### src/rtl/ioctl_sdram_loader_if.sv
`default_nettype none
// ============================================================================
// Module      : ioctl_sdram_loader_if
// Description : Bundle of the data_io ioctl download stream, the SDRAM slot
//               strobe and every loader result signal (SDRAM write port,
//               side port and status).
//               master modport : the side that drives ioctl_* and mem_sync
//                                and observes the loader results.
//               slave modport  : the loader itself.
// Revision    : 1.0 - initial release
// ============================================================================
interface ioctl_sdram_loader_if #(
    parameter int ADDR_W  = 25,
    parameter int SIDE_AW = 7
);
    // Download stream and memory slot strobe
    logic              ioctl_download;
    logic [7:0]        ioctl_index;
    logic              ioctl_wr;
    logic [ADDR_W-1:0] ioctl_addr;
    logic [7:0]        ioctl_dout;
    logic              mem_sync;

    // SDRAM CPU-port write request
    logic              loader_we;
    logic [ADDR_W-1:0] loader_addr;
    logic [7:0]        loader_data;

    // Side (bypass) port
    logic               side_we;
    logic [SIDE_AW-1:0] side_addr;
    logic [7:0]         side_data;

    // Status
    logic              busy;
    logic              overflow;
    logic [ADDR_W-1:0] byte_count;
    logic              done;

    modport master (
        output ioctl_download, ioctl_index, ioctl_wr, ioctl_addr, ioctl_dout, mem_sync,
        input  loader_we, loader_addr, loader_data,
        input  side_we, side_addr, side_data,
        input  busy, overflow, byte_count, done
    );

    modport slave (
        input  ioctl_download, ioctl_index, ioctl_wr, ioctl_addr, ioctl_dout, mem_sync,
        output loader_we, loader_addr, loader_data,
        output side_we, side_addr, side_data,
        output busy, overflow, byte_count, done
    );
endinterface
`default_nettype wire

### src/rtl/ioctl_sdram_loader.sv
`default_nettype none
// ============================================================================
// Module      : ioctl_sdram_loader
// Description : Download-to-SDRAM bridge. Bytes from the data_io ioctl stream
//               are relocated by a per-index base address, buffered in a
//               small FIFO and issued at most one per mem_sync slot. One
//               configurable index is diverted to a side port instead.
// Ports       : clk_sys  - system clock
//               reset_n  - asynchronous active-low reset
//               bus      - ioctl_sdram_loader_if.slave:
//                          in : ioctl_download/index/wr/addr/dout, mem_sync
//                          out: loader_we/addr/data, side_we/addr/data,
//                               busy, overflow, byte_count, done
// Revision    : 1.0 - initial release
// ============================================================================
module ioctl_sdram_loader #(
    parameter int                            ADDR_W      = 25,
    parameter int                            FIFO_DEPTH  = 4,
    parameter int                            NUM_REGIONS = 2,
    parameter logic [NUM_REGIONS*ADDR_W-1:0] REGION_BASE = {25'h68000, 25'h80000},
    parameter logic [7:0]                    SIDE_INDEX  = 8'hFF,
    parameter int                            SIDE_AW     = 7
) (
    input  wire logic            clk_sys,
    input  wire logic            reset_n,
    ioctl_sdram_loader_if.slave  bus
);

    localparam int c_PTR_W   = $clog2(FIFO_DEPTH);
    localparam int c_ENTRY_W = ADDR_W + 8;

    typedef enum logic [1:0] {
        ST_IDLE  = 2'd0,
        ST_LOAD  = 2'd1,
        ST_DRAIN = 2'd2,
        ST_DONE  = 2'd3
    } state_t;

    state_t              r_state;
    logic                r_dl_prev;
    logic [c_PTR_W:0]    r_wptr;
    logic [c_PTR_W:0]    r_rptr;
    logic [c_ENTRY_W-1:0] r_mem [FIFO_DEPTH];

    logic                r_loader_we;
    logic [ADDR_W-1:0]   r_loader_addr;
    logic [7:0]          r_loader_data;
    logic                r_side_we;
    logic [SIDE_AW-1:0]  r_side_addr;
    logic [7:0]          r_side_data;
    logic                r_overflow;
    logic [ADDR_W-1:0]   r_byte_count;

    logic [ADDR_W-1:0]   w_base;
    logic [ADDR_W-1:0]   w_reloc;
    logic                w_empty;
    logic                w_full;
    logic                w_wr_ok;
    logic                w_is_side;
    logic                w_accept;
    logic                w_pop;
    logic                w_push;
    logic                w_drop;
    logic                w_rise;
    logic                w_fall;

    // Indices at or beyond the last region all map onto the last region.
    always_comb begin
        w_base = REGION_BASE[(NUM_REGIONS-1)*ADDR_W +: ADDR_W];
        for (int i = 0; i < NUM_REGIONS - 1; i++) begin
            if (bus.ioctl_index == 8'(i)) begin
                w_base = REGION_BASE[i*ADDR_W +: ADDR_W];
            end
        end
    end

    // Carry out of the top bit is intentionally discarded.
    assign w_reloc = w_base + bus.ioctl_addr;

    // Pointers carry one extra wrap bit to tell full from empty.
    assign w_empty = (r_wptr == r_rptr);
    assign w_full  = (r_wptr[c_PTR_W] != r_rptr[c_PTR_W]) &&
                     (r_wptr[c_PTR_W-1:0] == r_rptr[c_PTR_W-1:0]);

    assign w_wr_ok   = bus.ioctl_wr && bus.ioctl_download;
    assign w_is_side = (bus.ioctl_index == SIDE_INDEX);
    assign w_accept  = w_wr_ok && !w_is_side && (r_state == ST_LOAD);
    assign w_pop     = bus.mem_sync && !w_empty;
    // A full FIFO still takes a byte if the head leaves in the same cycle.
    assign w_push    = w_accept && (!w_full || w_pop);
    assign w_drop    = w_accept && w_full && !w_pop;
    assign w_rise    = bus.ioctl_download && !r_dl_prev;
    assign w_fall    = !bus.ioctl_download && r_dl_prev;

    // Storage needs no reset: entries are only read between push and pop.
    always_ff @(posedge clk_sys) begin
        if (w_push) begin
            r_mem[r_wptr[c_PTR_W-1:0]] <= {w_reloc, bus.ioctl_dout};
        end
    end

    always_ff @(posedge clk_sys or negedge reset_n) begin
        if (!reset_n) begin
            r_state       <= ST_IDLE;
            r_dl_prev     <= 1'b0;
            r_wptr        <= '0;
            r_rptr        <= '0;
            r_loader_we   <= 1'b0;
            r_loader_addr <= '0;
            r_loader_data <= '0;
            r_side_we     <= 1'b0;
            r_side_addr   <= '0;
            r_side_data   <= '0;
            r_overflow    <= 1'b0;
            r_byte_count  <= '0;
        end else begin
            r_dl_prev <= bus.ioctl_download;

            if (w_push) begin
                r_wptr       <= r_wptr + (c_PTR_W+1)'(1);
                r_byte_count <= r_byte_count + ADDR_W'(1);
            end
            if (w_drop) begin
                r_overflow <= 1'b1;
            end

            // The write request only changes on slot boundaries so it stays
            // stable for the whole SDRAM slot.
            if (bus.mem_sync) begin
                if (!w_empty) begin
                    r_loader_we                    <= 1'b1;
                    {r_loader_addr, r_loader_data} <= r_mem[r_rptr[c_PTR_W-1:0]];
                    r_rptr                         <= r_rptr + (c_PTR_W+1)'(1);
                end else begin
                    r_loader_we <= 1'b0;
                end
            end

            r_side_we <= w_wr_ok && w_is_side;
            if (w_wr_ok && w_is_side) begin
                r_side_addr <= bus.ioctl_addr[SIDE_AW-1:0];
                r_side_data <= bus.ioctl_dout;
            end

            case (r_state)
                ST_IDLE: begin
                    if (w_rise) begin
                        r_state      <= ST_LOAD;
                        r_overflow   <= 1'b0;
                        r_byte_count <= '0;
                    end
                end
                ST_LOAD: begin
                    if (w_fall) begin
                        r_state <= ST_DRAIN;
                    end
                end
                ST_DRAIN: begin
                    // Empty on a slot means the previous slot carried the
                    // final write and loader_we is now being dropped.
                    if (bus.mem_sync && w_empty) begin
                        r_state <= ST_DONE;
                    end
                end
                ST_DONE: begin
                    r_state <= ST_IDLE;
                end
                default: begin
                    r_state <= ST_IDLE;
                end
            endcase
        end
    end

    assign bus.loader_we   = r_loader_we;
    assign bus.loader_addr = r_loader_addr;
    assign bus.loader_data = r_loader_data;
    assign bus.side_we     = r_side_we;
    assign bus.side_addr   = r_side_addr;
    assign bus.side_data   = r_side_data;
    assign bus.busy        = (r_state != ST_IDLE);
    assign bus.overflow    = r_overflow;
    assign bus.byte_count  = r_byte_count;
    assign bus.done        = (r_state == ST_DONE);

endmodule
`default_nettype wire
### src/flat_wrapper.sv
// flat-port wrapper written by rule: the top's interface ports become plain ports
module ioctl_sdram_loader_flat 
#(
    parameter int                            ADDR_W      = 25,
    parameter int                            FIFO_DEPTH  = 4,
    parameter int                            NUM_REGIONS = 2,
    parameter logic [NUM_REGIONS*ADDR_W-1:0] REGION_BASE = {25'h68000, 25'h80000},
    parameter logic [7:0]                    SIDE_INDEX  = 8'hFF,
    parameter int                            SIDE_AW     = 7
)
  (clk_sys, reset_n, bus_ioctl_download, bus_ioctl_index, bus_ioctl_wr, bus_ioctl_addr, bus_ioctl_dout, bus_mem_sync, bus_loader_we, bus_loader_addr, bus_loader_data, bus_side_we, bus_side_addr, bus_side_data, bus_busy, bus_overflow, bus_byte_count, bus_done);
  ioctl_sdram_loader_if #(.ADDR_W(ADDR_W), .SIDE_AW(SIDE_AW)) bus_i ();
  input  wire logic clk_sys;
  input  wire logic reset_n;
  input wire logic [$bits(bus_i.ioctl_download)-1:0] bus_ioctl_download;
  input wire logic [$bits(bus_i.ioctl_index)-1:0] bus_ioctl_index;
  input wire logic [$bits(bus_i.ioctl_wr)-1:0] bus_ioctl_wr;
  input wire logic [$bits(bus_i.ioctl_addr)-1:0] bus_ioctl_addr;
  input wire logic [$bits(bus_i.ioctl_dout)-1:0] bus_ioctl_dout;
  input wire logic [$bits(bus_i.mem_sync)-1:0] bus_mem_sync;
  output wire logic [$bits(bus_i.loader_we)-1:0] bus_loader_we;
  output wire logic [$bits(bus_i.loader_addr)-1:0] bus_loader_addr;
  output wire logic [$bits(bus_i.loader_data)-1:0] bus_loader_data;
  output wire logic [$bits(bus_i.side_we)-1:0] bus_side_we;
  output wire logic [$bits(bus_i.side_addr)-1:0] bus_side_addr;
  output wire logic [$bits(bus_i.side_data)-1:0] bus_side_data;
  output wire logic [$bits(bus_i.busy)-1:0] bus_busy;
  output wire logic [$bits(bus_i.overflow)-1:0] bus_overflow;
  output wire logic [$bits(bus_i.byte_count)-1:0] bus_byte_count;
  output wire logic [$bits(bus_i.done)-1:0] bus_done;
  assign bus_i.ioctl_download = bus_ioctl_download;
  assign bus_i.ioctl_index = bus_ioctl_index;
  assign bus_i.ioctl_wr = bus_ioctl_wr;
  assign bus_i.ioctl_addr = bus_ioctl_addr;
  assign bus_i.ioctl_dout = bus_ioctl_dout;
  assign bus_i.mem_sync = bus_mem_sync;
  assign bus_loader_we = bus_i.loader_we;
  assign bus_loader_addr = bus_i.loader_addr;
  assign bus_loader_data = bus_i.loader_data;
  assign bus_side_we = bus_i.side_we;
  assign bus_side_addr = bus_i.side_addr;
  assign bus_side_data = bus_i.side_data;
  assign bus_busy = bus_i.busy;
  assign bus_overflow = bus_i.overflow;
  assign bus_byte_count = bus_i.byte_count;
  assign bus_done = bus_i.done;
  ioctl_sdram_loader #(.ADDR_W(ADDR_W), .FIFO_DEPTH(FIFO_DEPTH), .NUM_REGIONS(NUM_REGIONS), .REGION_BASE(REGION_BASE), .SIDE_INDEX(SIDE_INDEX), .SIDE_AW(SIDE_AW)) u_core (.clk_sys(clk_sys), .reset_n(reset_n), .bus(bus_i));
endmodule
### config.mk
export PLATFORM = sky130hd
export DESIGN_NAME = ioctl_sdram_loader_flat
export DESIGN_NICKNAME = d
export VERILOG_FILES = /design/src/rtl/ioctl_sdram_loader_if.sv /design/src/rtl/ioctl_sdram_loader.sv /design/src/flat_wrapper.sv
export SDC_FILE = /design/constraint.sdc
export NUM_CORES = 1
export LEC_CHECK = 0
export ABC_AREA = 1
export BUFFER_PORTS_ARGS = -buffer_cell sky130_fd_sc_hd__buf_2
export CAP_MARGIN = 20
export CORE_ASPECT_RATIO = 0.7
export CORE_MARGIN = 1
export CORE_UTILIZATION = 30
export DETAILED_ROUTE_END_ITERATION = 10
export GPL_ROUTABILITY_DRIVEN = 0
export GPL_TIMING_DRIVEN = 0
export SLEW_MARGIN = 10
export SYNTH_ARGS = -nofsm -noshare
export SYNTH_HDL_FRONTEND = slang
export SYNTH_SLANG_ARGS = --single-unit
### constraint.sdc
create_clock -name clk_sys -period 3.35 [get_ports clk_sys]
set_clock_uncertainty 0.1 [all_clocks]
set_input_delay 0.67 -clock clk_sys [delete_from_list [all_inputs] [get_ports clk_sys]]
set_output_delay 0.67 -clock clk_sys [all_outputs]
set_load 0.05 [all_outputs]
==> results of run 1 <==
[logic make-up (layout without fill, tap and decap cells)]
| family | after synthesis | after routing | synth area share, % |
|---|---|---|---|
| buffers and inverters | 99 | 266 | 4.55 |
| AO/OA/AOI/OAI | 125 | 125 | 7.36 |
| adder cells (fa/ha/maj) | 15 | 15 | 2.02 |
| XOR/XNOR | 18 | 18 | 1.69 |
| other | 0 | 1 | 0 |
| AND/OR/NAND/NOR | 422 | 422 | 19.0 |
| flip-flops | 217 | 217 | 65.4 |
[synth_stat cells (2+ instances only)]
library cell / number / area share, %
sky130_fd_sc_hd__edfxtp_1: 132 / 43
sky130_fd_sc_hd__nor4_1: 2 / 0.13
sky130_fd_sc_hd__nand4_1: 9 / 0.60
sky130_fd_sc_hd__a21oi_1: 13 / 0.70
sky130_fd_sc_hd__inv_2: 3 / 0.12
sky130_fd_sc_hd__buf_6: 3 / 0.36
sky130_fd_sc_hd__nand2_1: 214 / 8.6
sky130_fd_sc_hd__nand2_4: 3 / 0.36
sky130_fd_sc_hd__nand3_2: 2 / 0.21
sky130_fd_sc_hd__dfrtp_1: 85 / 23
sky130_fd_sc_hd__o21ai_0: 73 / 3.9
sky130_fd_sc_hd__nor2_1: 118 / 4.8
sky130_fd_sc_hd__inv_1: 58 / 2.3
sky130_fd_sc_hd__nor3_1: 5 / 0.27
sky130_fd_sc_hd__xor2_1: 14 / 1.3
sky130_fd_sc_hd__clkbuf_1: 21 / 0.85
sky130_fd_sc_hd__nor2_2: 2 / 0.13
sky130_fd_sc_hd__nand3_1: 61 / 3.3
sky130_fd_sc_hd__nand2_2: 3 / 0.20
sky130_fd_sc_hd__ha_1: 15 / 2.0
sky130_fd_sc_hd__xnor2_1: 4 / 0.38
sky130_fd_sc_hd__buf_2: 12 / 0.64
sky130_fd_sc_hd__o22ai_1: 33 / 2.2
[flip-flops by register name, summed over array words and instances (netlist names), 2 cells and up]
register / cells
u_core.r_state: 2
u_core.r_mem: 132
u_core.r_rptr: 3
u_core.bus.byte_count: 25
u_core.bus.loader_data: 8
u_core.r_wptr: 3
u_core.bus.side_data: 8
u_core.bus.loader_addr: 25
u_core.bus.side_addr: 7
[worst paths after layout]
check / slack [ns] / start / endpoint / cells after the start
min in group clk_sys: 0.21 / bus_ioctl_download / u_core.r_dl_prev$_DFF_PN0_ / 1
worst min register to register: 0.37 / u_core.bus.side_data[6]$_DFFE_PN0P_ / u_core.bus.side_data[6]$_DFFE_PN0P_ / 2
max in group asynchronous: 2.42 / reset_n / u_core.bus.byte_count[16]$_DFF_PN0_ / 2
worst max register to register: 0.80 / u_core.r_state[1]$_DFFE_PN0P_ / u_core.r_mem[2][17]$_DFFE_PP_ / 10
worst min-delay path: 0.06 / reset_n / u_core.r_wptr[0]$_DFFE_PN0N_ / 1
worst max-delay path: 0.29 / bus_ioctl_index[5] / u_core.r_mem[3][31]$_DFFE_PP_ / 11
[where the power goes]
part           leakage, nW  internal (mW)  switching, mW
Sequential            2.29           3.22          0.223
Clock                0.404           1.64           1.08
Combinational         2.22          0.828           2.39
[layer usage]
layer | up-vias | global-route usage, %
li1 | 3338 | -
met1 | 3197 | 22.9
met2 | 190 | 22.7
met3 | 24 | 3.40
met4 | 0 | 3.35
met5 | - | 0
[layout make-up]
type	count	area, um^2	area share, %
Timing Repair Buffer	127	736	6.45
Antenna cell	1	2.50	0.0219
Clock inverter	12	193	1.69
Multi-Input combinational cell	580	2830	24.8
Clock buffer	28	623	5.46
Sequential cell	217	6090	53.4
Buffer	38	195	1.71
Tap cell	412	515	4.52
Inverter	61	229	2.01
==> impl_summary.log, run 1 <==
INFO  metric period_utilization = 91.3%
INFO  metric met1Wirelength = 12,000 um
INFO  metric global_route_wire_length_before_repair = 37,300 um
INFO  metric final_cells = 1,476
INFO  metric relSlewSlack = 39.9%
INFO  metric post-dp-hpwl = ~16,000 um
INFO  metric core-area = 30,300 um^2
INFO  metric yosysUniqueCellTypes = 34
INFO  metric antenna_violations_before_repair = 0
INFO  metric finalMaxSlewViolations = 0
INFO  metric holdWs = 0.0624 ns
INFO  metric worst_path_cell_chain = buf_2 -> nor2_1 -> inv_1 -> nor4_1 -> inv_1 -> ha_1 -> a21oi_1 -> nand2_1 -> a21oi_1 -> nor2_1 -> xor2_1
INFO  metric worst_path_dominant_cell_family = simple AND/OR/NAND/NOR gates
INFO  metric cts_htree_levels = 1
INFO  metric grt_max_degree = 47
INFO  metric cpMaxStageDelayCell = sky130_fd_sc_hd__nor4_1
INFO  metric synth.yosys.seq_area_share = 65.4%
INFO  metric total_wirelength_of_the_detailed_routed_design = 24,100 um
INFO  metric critPathMaxStageDelay = around 0.73 ns
INFO  metric worstSetupPathType = primary input to flop
INFO  metric die_area = between 30,000 and 40,000 um^2
INFO  metric leak = 4.92 nW
INFO  metric cts_tree = yes
INFO  metric dp.cells = 1,435
INFO  metric num_io_pins = between 100 and 150
INFO  metric crit_fanout = 4
INFO  metric crit_arrival = approximately 3.2 ns
INFO  metric setup.worst_path.start_class = primary input
INFO  metric rsz0062_at_grt = no
INFO  metric grt_pass1_vias = about 6,500
INFO  metric cts.path.max_buffers = 3
INFO  metric postSynthCellCount = 896
INFO  metric period_minus_ws_final = 3.06 ns
INFO  metric cap_viol_max_count = 0
INFO  metric timing_worst_slew_pin_value = 0.894 ns
INFO  metric grt_residual_overflow = 0
INFO  metric synth-async-reset-ratio = 39.2%
INFO  metric critical_path.endpoint_type = flop
INFO  metric die_width = between 200 and 250 um
INFO  metric postSynthRegisterBits = approximately 220
INFO  metric place_worst_setup_slack = -0.371 ns
INFO  metric detail_route.drc_violations = 0
INFO  metric power_density = 821 nW/um^2
INFO  metric final_total_power = approximately 9.4 mW
INFO  metric cts_root_buffer = sky130_fd_sc_hd__clkbuf_16
INFO  metric final_core_util = 37.7%
INFO  metric worst_ir_drop_vdd = 465 uV
INFO  metric dr_wl_met2 = 10,300 um
INFO  metric fmaxAchievable = about 330 MHz
INFO  metric count_of_nets_after_finishing = 1,108
INFO  metric most-common-layout-cells = 214 x sky130_fd_sc_hd__nand2_1, 133 x sky130_fd_sc_hd__buf_2, 132 x sky130_fd_sc_hd__edfxtp_1
INFO  metric post_cts_resize_count = 0
INFO  metric synth-warning-count = 0
INFO  metric post-route-worst-setup-slack = 0.290 ns
INFO  metric number_of_filler_instances_in_the_final_layout = 3,048
INFO  metric dr_wl_met3 = 1470 um
INFO  metric setup_viol = 0
INFO  metric status = complete, no violations
INFO  metric worst_skew_pair.late_latency = 0.54 ns
INFO  metric area.growth.synth_to_final = 22.5%
INFO  metric port_buffers = 122
INFO  metric detail_route.first_pass.iterations = 5
INFO  metric route.vias.total = 6,749
INFO  metric final_layout_size_suffix_gt1_share = 19.3%
INFO  metric syn_avg_cell_area = 10.4 um^2
INFO  metric clk_pin_slew_worst_paths = about 0.060 ns
INFO  metric initial_core_utilization = 30.7%
INFO  metric dpl_cell_area = between 10,000 and 15,000 um^2
INFO  metric final_common_cell = sky130_fd_sc_hd__nand2_1
INFO  metric critPathBufInv = 3
INFO  metric postRouteAntennaNets = 0
INFO  metric design_area = 11,400 um^2
INFO  metric drt_first_iter_violations = 473
INFO  metric cts_post_setup_buffers_inserted = 0
INFO  metric timing.hold.worst.class = primary input to async pin
INFO  metric wl_per_cell = roughly 16 um
INFO  metric holdBufCountCts = 0
INFO  metric syn_nets = 957
INFO  metric critical_path_required = about 3.5 ns
INFO  metric numCtsBuffers = 22
INFO  metric highest_signal_layer_in_the_routed_design = met4
INFO  metric synth_top_flop_cell = sky130_fd_sc_hd__edfxtp_1
INFO  metric timing.setup.tns = 0 ns
INFO  metric post_drt_via_cell_ratio = 4.57
INFO  metric synth_edf_count = 132
INFO  metric die_height = 149 um
INFO  metric mappedNetlistArea = 9310 um^2
INFO  metric grt.total_usage = 15.4%
INFO  metric row_count = 53
INFO  metric hold_violations = 0
INFO  metric clock_sink_count = 217
(Power assumes the default switching activity.)
==> inputs of run 2 (changes only) <==
--- a/config.mk
+++ b/config.mk
@@ -10,10 +10,11 @@
 export CAP_MARGIN = 20
 export CORE_ASPECT_RATIO = 0.7
 export CORE_MARGIN = 1
-export CORE_UTILIZATION = 30
+export CORE_UTILIZATION = 50
 export DETAILED_ROUTE_END_ITERATION = 10
 export GPL_ROUTABILITY_DRIVEN = 0
 export GPL_TIMING_DRIVEN = 0
+export PLACE_DENSITY = 0.73
 export SLEW_MARGIN = 10
 export SYNTH_ARGS = -nofsm -noshare
 export SYNTH_HDL_FRONTEND = slang
==> impl_summary.log, run 2 (synthesized netlist as in run 1, its figures left out) <==
INFO  metric ff2ff_path_depth = 10
INFO  metric worst_skew_pair.late_latency = 0.50 ns
INFO  metric antenna_violations_before_repair = 0
INFO  metric num_io_pins = 124
INFO  metric cts_root_buffer = sky130_fd_sc_hd__clkbuf_16
INFO  metric relSlewSlack = 37.3%
INFO  metric crit_arrival = 3.23 ns
INFO  metric dpl_cell_area = between 10,000 and 15,000 um^2
INFO  metric worstSetupPathType = primary input to flop
INFO  metric critical_path_required = 3.50 ns
INFO  metric rsz0062_at_grt = no
INFO  metric final_core_util = 61.1%
INFO  metric cap_viol_max_count = 0
INFO  metric detail_route.first_pass.iterations = 6
INFO  metric power.switching = 3.61 mW
INFO  metric wl_per_cell = ~17 um
INFO  metric holdBufCountCts = 0
INFO  metric fmaxAchievable = 324 MHz
INFO  metric worst-r2r-setup-slack = 0.78 ns
INFO  metric final_layout_size_suffix_gt1_share = around a fifth
INFO  metric most-common-layout-cells = 214 x sky130_fd_sc_hd__nand2_1, 133 x sky130_fd_sc_hd__buf_2, 132 x sky130_fd_sc_hd__edfxtp_1
INFO  metric area.growth.synth_to_final = 18.8%
INFO  metric cts_tree = yes
INFO  metric setup_viol = 0
INFO  metric drt_first_iter_violations = 681
INFO  metric die_area = around 19,000 um^2
INFO  metric design_area = 11,100 um^2
INFO  metric postRouteAntennaNets = 0
INFO  metric worst_path_dominant_cell_family = simple AND/OR/NAND/NOR gates
INFO  metric clk_pin_slew_worst_paths = 0.07 ns
INFO  metric row_count = 41
INFO  metric dp.cells = 1,259
INFO  metric status = complete, no violations
INFO  metric post_drt_via_cell_ratio = 5.37
INFO  metric worst_ir_drop_vdd = 574 uV
INFO  metric total_wirelength_of_the_detailed_routed_design = 22,000 um
INFO  metric clock_sink_count = 217
INFO  metric cts.path.max_buffers = 3
INFO  metric final_common_cell = sky130_fd_sc_hd__nand2_1
INFO  metric largest_register_ffs = 132
INFO  metric setup.worst_path.start_class = primary input
INFO  metric die_height = around 120 um
INFO  metric cts_post_setup_buffers_inserted = 0
INFO  metric crit_fanout = 4
INFO  metric cpMaxStageDelayCell = sky130_fd_sc_hd__nor4_1
INFO  metric grt.total_usage = between 20% and 30%
INFO  metric numCtsBuffers = 21
INFO  metric p_seq_share = about 39%
INFO  metric period_utilization = 92.1%
INFO  metric critPathMaxStageDelay = 0.76 ns
INFO  metric period_minus_ws_final = 3.08 ns
INFO  metric antenna_diode_count = 0
INFO  metric grt_pass1_vias = ~6,500
INFO  metric timing_worst_slew_pin_value = ~0.93 ns
INFO  metric sw_frac_of_total = 40.3%
INFO  metric initial_core_utilization = 51.4%
INFO  metric global_route_wire_length_before_repair = 34,400 um
INFO  metric detail_route.drc_violations = 0
INFO  metric critical_path.endpoint_type = flop
INFO  metric grt_residual_overflow = 0
INFO  metric post_cts_resize_count = 0
INFO  metric power_density = between 800 and 900 nW/um^2
INFO  metric post-dp-hpwl = ~15,000 um
INFO  metric core-area = 18,100 um^2
INFO  metric grt_max_degree = between 50 and 60
INFO  metric port_buffers = approximately 120
INFO  metric route.vias.total = 6,966
INFO  metric cts_htree_levels = 1
INFO  metric internal_power = 5.35 mW
INFO  metric count_of_nets_after_finishing = 1,107
INFO  metric comb_power_share = about 36%
INFO  metric timing.hold.worst.class = primary input to async pin
INFO  metric worst_path_cell_chain = buf_2 -> nor2_1 -> inv_1 -> nor4_1 -> inv_1 -> ha_1 -> nand2_1 -> o21bai_1 -> nand3_1 -> nand2_1 -> nand3_1 -> xnor2_1
INFO  metric final_cells = 1,297
INFO  metric critPathBufInv = 3
INFO  metric leak = 4.86 nW
INFO  metric timing.rr.start = u_core.r_state[1]$_DFFE_PN0P_
INFO  metric timing.rr.end = u_core.r_mem[0][22]$_DFFE_PP_
INFO  metric hold_violations = 0
INFO  metric share_of_power_burned_in_the_clock_network = ~26%
INFO  metric finalMaxSlewViolations = 0
INFO  metric die_width = around 170 um
==> run 2: cell count changes in the layout (fill, tap and decap cells not counted), sizes merged <==
cell / change
bufinv: -4
clkbuf: -2
inv: +2
clkinv: +1
clkinvlp: +1
diode: -1
==> run 2: power by group through the flow <==
stage | sequential (mW) | combinational (mW) | clock [mW]
final | 3.45 | 3.21 | 2.29
after detailed placement | 3.49 | 3.19 | 0
after floorplan | 4.27 | 1.47 | 0
after CTS | 3.45 | 3.22 | 2.32
after global placement | 3.49 | 3.09 | 0
after global routing | 3.49 | 3.51 | 2.44
==> run 2: how the worst max path moves through the flow <==
stage / start / end / slack [ns] / depth (start not counted)
floorplan: bus_ioctl_index[2] / u_core.r_mem[0][0]$_DFFE_PP_ / 0.09 / 8
global placement: bus_ioctl_index[4] / u_core.r_mem[0][1]$_DFFE_PP_ / -1.20 / 9
detailed placement: bus_ioctl_index[5] / u_core.r_mem[3][32]$_DFFE_PP_ / -0.22 / 12
CTS: bus_ioctl_index[5] / u_core.r_mem[2][32]$_DFFE_PP_ / 0.28 / 12
global route: bus_ioctl_index[5] / u_core.r_mem[2][32]$_DFFE_PP_ / 0.20 / 12
finish: bus_ioctl_index[5] / u_core.r_mem[2][32]$_DFFE_PP_ / 0.27 / 12
==> run 2: per-layer routing <==
| metal | GRT usage (%) | part of all wire [%] | vias up |
|---|---|---|---|
| li1 | - | - | 3335 |
| met5 | 0 | 0 | - |
| met1 | 34.9 | 47 | 3357 |
| met3 | 4.08 | 6.6 | 32 |
| met2 | 35.8 | 45 | 242 |
| met4 | 4.65 | 1.4 | 0 |
==> run 2: area by class of cell <==
class	instances	area [um^2]
fillers	1466	7050
flip-flops and latches	217	6090
multi-input cells	580	2830
repair buffers	127	743
clock buffers	26	607
well taps	236	295
inverters	61	229
plain buffers	38	195
clock inverters	12	71.3
==> run 2: metrics by stage <==
stage / TNS [ns] / setup slack [ns] / total power, mW / hold slack [ns]
6_report: 0 / 0.266 / 8.96 / 0.0154
5_1_grt: 0 / 0.200 / 9.44 / 0.0359
4_1_cts: 0 / 0.279 / 8.98 / 0.0295
3_5_place_dp: -1.67 / -0.216 / 6.69 / 0.358
3_3_place_gp: -146.37 / -1.20 / 6.58 / 0.353
2_1_floorplan: 0 / 0.0931 / 5.74 / 0.274
==> inputs of run 3 (changes only) <==
--- a/config.mk
+++ b/config.mk
@@ -14,8 +14,9 @@
 export DETAILED_ROUTE_END_ITERATION = 10
 export GPL_ROUTABILITY_DRIVEN = 0
 export GPL_TIMING_DRIVEN = 0
-export PLACE_DENSITY = 0.73
+export PLACE_DENSITY = 0.71
 export SLEW_MARGIN = 10
 export SYNTH_ARGS = -nofsm -noshare
 export SYNTH_HDL_FRONTEND = slang
 export SYNTH_SLANG_ARGS = --single-unit
+export TNS_END_PERCENT = 30
==> constraint.sdc (replaced) <==
create_clock -name clk_sys -period 3.6 [get_ports clk_sys]
set_clock_uncertainty 0.1 [all_clocks]
set_input_delay 0.72 -clock clk_sys [delete_from_list [all_inputs] [get_ports clk_sys]]
set_output_delay 0.72 -clock clk_sys [all_outputs]
set_load 0.05 [all_outputs]
==> impl_summary.log, run 3 (synthesized netlist as in run 1, its figures left out) <==
INFO  metric design_area = 11,100 um^2
INFO  metric dpl_cell_area = 10,400 um^2
INFO  metric die_width = 165 um
INFO  metric row_count = 41
INFO  metric p_seq_share = a little under two fifths
INFO  metric final_common_cell = sky130_fd_sc_hd__nand2_1
INFO  metric die_area = 19,200 um^2
INFO  metric drt_first_iter_violations = 623
INFO  metric core-area = approximately 18,000 um^2
INFO  metric ff2ff_path_depth = 10
INFO  metric total_wirelength_of_the_detailed_routed_design = 22,000 um
INFO  metric crit_arrival = around 3.3 ns
INFO  metric die_height = 116 um
INFO  metric initial_core_utilization = 51.4%
INFO  metric internal_power = 5.20 mW
INFO  metric antenna_diode_count = 0
INFO  metric grt_max_degree = 57
INFO  metric cap_viol_max_count = 0
INFO  metric cts_post_setup_buffers_inserted = 0
INFO  metric period_minus_ws_final = 3.08 ns
INFO  metric wl_per_cell = between 15 and 20 um
INFO  metric numCtsBuffers = 21
INFO  metric crit_fanout = 4
INFO  metric relSlewSlack = 44.1%
INFO  metric area.growth.synth_to_final = 19.4%
INFO  metric detail_route.drc_violations = 0
INFO  metric final_total_power = around 8.6 mW
INFO  metric power_density = around 770 nW/um^2
INFO  metric comb_power_share = 34.7%
INFO  metric worst_skew_pair.late_latency = 0.50 ns
INFO  metric timing.hold.worst.class = primary input to async pin
INFO  metric rsz0062_at_grt = no
INFO  metric count_of_nets_after_finishing = ~1,100
INFO  metric setup.worst_path.start_class = primary input
INFO  metric leak = 4.88 nW
INFO  metric post_cts_resize_count = 0
INFO  metric detail_route.first_pass.iterations = 5
INFO  metric postRouteAntennaNets = 0
INFO  metric post_drt_via_cell_ratio = 5.37
INFO  metric clk_pin_slew_worst_paths = approximately 0.060 ns
INFO  metric cts_root_buffer = sky130_fd_sc_hd__clkbuf_16
INFO  metric grt_pass1_vias = between 6,000 and 7,000
INFO  metric share_of_power_burned_in_the_clock_network = 27.8%
INFO  metric final_core_util = 61.4%
INFO  metric cts.path.max_buffers = 3
INFO  metric cts_tree = yes
INFO  metric final_layout_size_suffix_gt1_share = 19.0%
INFO  metric holdBufCountCts = 0
INFO  metric cts_htree_levels = 1
INFO  metric fmaxAchievable = between 300 and 400 MHz
INFO  metric period_utilization = 85.7%
INFO  metric most-common-layout-cells = 214 x sky130_fd_sc_hd__nand2_1, 133 x sky130_fd_sc_hd__buf_2, 132 x sky130_fd_sc_hd__edfxtp_1
INFO  metric finalMaxSlewViolations = 0
INFO  metric power.switching = 3.36 mW
INFO  metric num_io_pins = about 120
INFO  metric clock_sink_count = 217
INFO  metric sw_frac_of_total = 39.3%
INFO  metric antenna_violations_before_repair = 0
INFO  metric timing_worst_slew_pin_value = 0.830 ns
INFO  metric route.vias.total = 6,959
INFO  metric setup_viol = 0
INFO  metric worstSetupPathType = primary input to flop
INFO  metric post-dp-hpwl = 14,700 um
INFO  metric hold_violations = 0
INFO  metric grt_residual_overflow = 0
INFO  metric worst_ir_drop_vdd = 403 uV
INFO  metric grt.total_usage = 23.7%
INFO  metric status = complete, no violations
INFO  metric global_route_wire_length_before_repair = 34,900 um
INFO  metric largest_register_ffs = roughly 130
INFO  metric critical_path.endpoint_type = flop
INFO  metric critical_path_required = 3.77 ns
INFO  metric holdWs = 0.0540 ns
INFO  metric port_buffers = 122
-- run 3: cell types whose count changed in the layout (fill, tap and decap cells not counted), sizes merged --
cell    before  now
bufinv       0    3
clkbuf      47   50
clkinv       9    3
inv         63   62
-- run 3: power by group through the flow --
stage                     Sequential, mW  Clock (mW)  Combinational [mW]
after detailed placement            3.26           0                2.95
after global routing                3.25        2.50                3.25
after floorplan                     3.97           0                1.36
after CTS                           3.21        2.41                2.97
after global placement              3.26           0                2.87
final                               3.21        2.38                2.97
-- run 3: worst max-delay path, stage by stage --
cell	delay, ns
sky130_fd_sc_hd__buf_2	0.10
sky130_fd_sc_hd__nor2_1	0.09
sky130_fd_sc_hd__inv_1	0.04
sky130_fd_sc_hd__nor4_1	0.69
sky130_fd_sc_hd__inv_1	0.21
sky130_fd_sc_hd__ha_1	0.39
sky130_fd_sc_hd__nand2_1	0.09
sky130_fd_sc_hd__o21bai_1	0.24
sky130_fd_sc_hd__nand3_1	0.11
sky130_fd_sc_hd__nand2_1	0.13
sky130_fd_sc_hd__nand3_1	0.09
sky130_fd_sc_hd__xnor2_1	0.35
-- run 3: per-stage QoR --
stage / setup slack (ns) / TNS [ns] / instances
4_1_cts: 0.439 / 0 / 1296
3_3_place_gp: -1.06 / -130.00 / 1254
3_5_place_dp: -0.0385 / -0.154 / 1259
2_1_floorplan: 0.293 / 0 / 896
6_report: 0.515 / 0 / 1296
5_1_grt: 0.257 / 0 / 1296
-- run 3: worst paths after layout --
check,start,end,slack (ns)
max in group asynchronous,reset_n,u_core.bus.side_data[1]$_DFFE_PN0P_,2.70
min in group clk_sys,bus_ioctl_download,u_core.r_dl_prev$_DFF_PN0_,0.29
hold reg to reg,u_core.bus.side_addr[0]$_DFFE_PN0P_,u_core.bus.side_addr[0]$_DFFE_PN0P_,0.37
hold / removal,reset_n,u_core.bus.byte_count[18]$_DFF_PN0_,0.05
setup reg to reg,u_core.r_state[1]$_DFFE_PN0P_,u_core.r_mem[2][31]$_DFFE_PP_,1.10
setup / recovery,bus_ioctl_index[5],u_core.r_mem[3][32]$_DFFE_PP_,0.52
-- run 3: routing by layer --
metal / part of all wire (%) / up-vias / track usage, %
li1: - / 3328 / -
met2: 43 / 255 / 35.4
met5: 0 / - / 0
met4: 1.8 / 0 / 5.57
met1: 48 / 3344 / 36.7
met3: 6.9 / 32 / 3.44
-- run 3: area by class of cell --
type                            instances  area [um^2]
Fill cell                            1499         6990
Sequential cell                       217         6090
Multi-Input combinational cell        580         2830
Timing Repair Buffer                  127          728
Clock buffer                           29          627
Tap cell                              236          295
Inverter                               61          229
Buffer                                 38          195
Clock inverter                          8          125
